### src/rtl/exibidor_sequencia.sv
// Plays the stored sequence back on the LEDs: each entry from address 0 to limite
// is lit for ON_CICLOS clocks, with OFF_CICLOS dark clocks between entries, then fim pulses.
module exibidor_sequencia #(
  parameter int unsigned ON_CICLOS    = 1000,
  parameter int unsigned OFF_CICLOS   = 500,
  parameter int unsigned LARGURA_CONT = 16
) (
  input  logic       clock,
  input  logic       reset,
  input  logic       iniciar,
  input  logic       parar,
  input  logic [3:0] limite,
  input  logic [3:0] dado_mem,
  output logic [3:0] endereco,
  output logic [3:0] leds,
  output logic       ocupado,
  output logic       fim,
  output logic [2:0] db_estado
);

  localparam int unsigned LARGURA_ESTADO = 3;
  localparam int unsigned LARGURA_END    = 4;

  localparam logic [LARGURA_ESTADO-1:0] OCIOSO  = 3'd0;
  localparam logic [LARGURA_ESTADO-1:0] ACESO   = 3'd1;
  localparam logic [LARGURA_ESTADO-1:0] APAGADO = 3'd2;
  localparam logic [LARGURA_ESTADO-1:0] FIM     = 3'd3;

  logic [LARGURA_ESTADO-1:0] estado, estado_prox;
  logic [LARGURA_CONT-1:0]   contador, contador_prox;
  logic [LARGURA_END-1:0]    endereco_prox;
  logic [3:0]                leds_prox;
  logic                      fim_aceso, fim_apagado;

  assign fim_aceso   = (contador == LARGURA_CONT'(ON_CICLOS - 1));
  assign fim_apagado = (contador == LARGURA_CONT'(OFF_CICLOS - 1));
  assign db_estado   = estado;

  // State and datapath registers
  always_ff @(posedge clock) begin
    if (reset) begin
      estado   <= OCIOSO;
      contador <= '0;
      endereco <= '0;
      leds     <= '0;
      ocupado  <= 1'b0;
      fim      <= 1'b0;
    end else begin
      estado   <= estado_prox;
      contador <= contador_prox;
      endereco <= endereco_prox;
      leds     <= leds_prox;
      ocupado  <= (estado_prox != OCIOSO);
      fim      <= (estado_prox == FIM);
    end
  end

  // Next state; parar overrides both iniciar and the end-of-interval transitions
  always_comb begin
    estado_prox = estado;
    case (estado)
      OCIOSO:  if (!parar && iniciar) estado_prox = ACESO;
      ACESO: begin
        if (parar)          estado_prox = OCIOSO;
        else if (fim_aceso) estado_prox = (endereco == limite) ? FIM : APAGADO;
      end
      APAGADO: begin
        if (parar)            estado_prox = OCIOSO;
        else if (fim_apagado) estado_prox = ACESO;
      end
      FIM:     estado_prox = OCIOSO;
      default: estado_prox = OCIOSO;
    endcase
  end

  // Datapath next values, keyed on the transition being taken
  always_comb begin
    leds_prox     = '0;
    endereco_prox = endereco;
    contador_prox = '0;
    case (estado_prox)
      ACESO: begin
        if (estado == ACESO) begin
          leds_prox     = leds;
          contador_prox = contador + LARGURA_CONT'(1);
        end else begin
          leds_prox     = dado_mem;
        end
      end
      APAGADO: begin
        if (estado == ACESO) endereco_prox = endereco + LARGURA_END'(1);
        else                 contador_prox = contador + LARGURA_CONT'(1);
      end
      FIM:     endereco_prox = endereco;
      default: endereco_prox = '0;
    endcase
  end

endmodule

### config.mk
export PLATFORM = sky130hd
export DESIGN_NAME = exibidor_sequencia
export DESIGN_NICKNAME = d
export VERILOG_FILES = /design/src/rtl/exibidor_sequencia.sv
export SDC_FILE = /design/constraint.sdc
export NUM_CORES = 1
export LEC_CHECK = 0
export BUFFER_PORTS_ARGS = -buffer_cell sky130_fd_sc_hd__buf_2
export CORE_ASPECT_RATIO = 0.6
export CORE_UTILIZATION = 40
export CTS_BUF_LIST = sky130_fd_sc_hd__clkbuf_16
export DETAILED_ROUTE_END_ITERATION = 7
export HOLD_SLACK_MARGIN = 0.02
export PLACE_DENSITY = 0.72
export REMOVE_ABC_BUFFERS = 1
export SLEW_MARGIN = 20
export SYNTH_ARGS = -nofsm -noshare
export SYNTH_HDL_FRONTEND = slang
export SYNTH_SLANG_ARGS = --single-unit
### constraint.sdc
create_clock -name clock -period 1.8 [get_ports clock]
set_input_delay 0.09 -clock clock [delete_from_list [all_inputs] [get_ports clock]]
set_output_delay 0.09 -clock clock [all_outputs]
set_load 0.02 [all_outputs]
==> impl_results.md <==
- Slew at the pin with the worst max-slew slack: 495 ps
- Routed vias/inst: 5.35
- Total Die Area: 0.00365 mm2
- CP Max Fanout: 6
- Hpwl dp: 2.63 mm
- Min Tclk post-route: 1930 ps
- WL met1: 1.62 mm
- Top Metal Used: met4
- Area Growth Syn to Fin: 45.7%
- Syn. warnings: 0
- Worst Hold Class: in -> reg
- Placed insts: 250
- Max Clock Freq: 519 MHz
- Clock transition at path regs: 50 ps
- CTS buffer count: 5
- Starting Density: 44.8%
- Clk buf depth: 2
- Die W: 77.3 um
- Initial antenna violation count: 0
- Post-Layout Cell Count: 262
- Routed wire per std cell: 13.7 um
- Switching Power: 290 uW
- CTS H-tree depth: 2
- Fin area: 0.00199 mm2
- Post-synthesis register bit count: 29
- Routed Antenna Nets: 0
- Total gr overflow: 0
- Share of flip-flops with an asynchronous set or reset: 0%
- Worst-Skew Late Latency: 270 ps
- Clock power frac: 52.4%
- DR vias: 1402
- CP startpoint kind: register
- Logic pwr share: 3.0%
- Switching Share: 19.9%
- Seq. cell area: 586 um2
- Die Span Y: 47.2 um
- Internal Power: 1.16 mW
- Nets: 233
- CTS root buf: clkbuf_16
- DRC: 0
- Number of synthesized flops with an enable pin: 0
- Cell Area, Placed: 0.00173 mm2
- Area taken by multi-input logic gates: 818 um2
- WP data required: 1960 ps
- Fin Setup TNS: -1820 ps
- Pwr/cell area: 733 mW/mm2
- RSZ-0062 raised after global routing: yes
- Sequential fraction of the synthesis area: 42.6%
- Final Worst Setup Slack: -128 ps
- CTS tree: built
- DR pass1 iterations: 4
- DR WL met2: 1.62 mm
- Max-Slew Margin vs Limit: 66.5%
- Share of layout cells above drive strength 1: 37.7%
- Aggregate global-route resource usage: 21.1%
- Post-Route WL: 3.60 mm
- Final worst path period share: 107%
- Sink Count: 29
- Initial DRC Count: 48
- Clock Skew: 5.32 ps
- Placeable Area: 0.00304 mm2
- Final-report hold violation count: 0
- Yosys cell types: 42
- IO Pins: 25
- Commonest non-fill, non-tap cell in the layout: buf_4
- Worst stage delay on the critical path: 550 ps
- Peak VDD IR: 0.000523 V
- Crit-path cells: nor4b_4, nand4b_1, or4_4, a21o_1, mux2_4
- CP Capture Type: register
- Data arrival time of the worst path: 2080 ps
- Leak pwr: 0.835 nW
- Row Count: 15
- Outcome: complete, but fails checks
- Critical path type: reg -> reg
- Syn avg cell area: 8.52 um2
- Final Setup Violations: 23
- Primary FF master, synth: dfxtp_1
- Slowest stage cell on the critical path: or4_4
- Violated checks: setup timing
- First-pass GRT wire length: 5.66 mm
- ANT cells: 0
- Synthesized area: 0.00136 mm2
- Number of global-route vias before repair: 1319
- Commonest non-fill, non-tap cells in the layout: 30 x buf_4, 25 x dfxtp_1, 24 x nor2_1, 24 x buf_2, 18 x nand2_1
- Post-Syn Instances: 160
- Fill count: 250
- GP Congestion: 0.846
- Max-Cap Viols: 0
- Slew Viols, Final: 0
- IO buf count: 24
- DR WL met3: 259 um
- Largest net degree at the start of global routing: 17
- Flop pwr share: 44.6%
==> Yosys cell counts, drive strengths merged (3+ instances only) <==
master,number,area (um2)
xor2,13,114
nand3,8,40.0
or4,4,33.8
xnor2,5,43.8
nand4,6,37.5
nor3,4,20.0
nand2,19,71.3
inv,3,11.3
a21oi,6,30.0
nor2,26,97.6
buf,3,16.3
nor4,3,18.8
dfxtp,29,581
==> repair_timing <==
action | 4_1_cts | 5_1_grt
setup buffers | 2 | 2
gates resized for setup | 6 | 18
gates cloned | 0 | 1
endpoints found under the setup margin | 26 | 26
pin swaps | 4 | 8
hold buffers | 0 | 0
==> layer usage <==
metal	vias to the layer above	global-route usage, %
met5	-	0
met4	0	16.6
met3	13	6.02
met2	53	36.1
met1	653	23.6
li1	683	-
==> stage by stage <==
stage                     hold slack, ps  util [%]  power, mW  setup slack, ps
final                               58.4      65.3       1.46             -128
after global routing                85.2      65.3       1.50             -195
after CTS                           55.0      62.8       1.47             -117
after detailed placement             339      56.9      0.703             -330
after global placement               341      56.9      0.701             -258
after floorplan                      230         -      0.681             -337
==> flip-flops by register name, indices dropped and copies added (netlist names) <==
register and cells:
contador 16, endereco 4, leds 4, db_estado 3, fim 1, ocupado 1
==> power groups by stage <==
| stage | clock (mW) | combinational, mW | sequential (mW) |
|---|---|---|---|
| after floorplan | 0 | 0.0151 | 0.665 |
| after CTS | 0.781 | 0.0412 | 0.649 |
| final | 0.763 | 0.0431 | 0.649 |
| after global placement | 0 | 0.0395 | 0.661 |
| after global routing | 0.804 | 0.0472 | 0.649 |
| after detailed placement | 0 | 0.0409 | 0.662 |
==> path summary, 6_finish.rpt <==
check                           cells past startpoint  slack (ps)     endpoint          from
worst max register to register                      5        -130  endereco[0]  contador[11]
worst min register to register                      2         460      leds[2]       leds[2]
worst max-delay path                                5        -130  endereco[0]  contador[11]
worst min-delay path                                3          60      leds[2]   dado_mem[2]
==> critical path: cells and delay by family, from the launching register on <==
kind | cells | cell delay [ps]
simple gates | 3 | 1020
flops | 1 | 330
mux | 1 | 260
compound gates | 1 | 210
==> kinds of logic after synthesis <==
group	count (synthesis)	share of synthesized area, %
flops	29	42.6
xor+xnor	18	11.6
compound gates	17	8.26
fa+ha+maj	2	1.84
other cells	1	0.275
simple gates	84	32.0
buf+inv	8	2.57
mux	1	0.826
==> area by class of cell <==
class | count | share of cell area [%]
flip-flops and latches | 29 | 29.5
well taps | 42 | 2.65
clock buffers | 5 | 6.30
clock inverters | 3 | 0.693
inverters | 3 | 0.567
multi-input cells | 123 | 41.2
repair buffers | 57 | 19.1
Power figures use the tool's default switching activity.
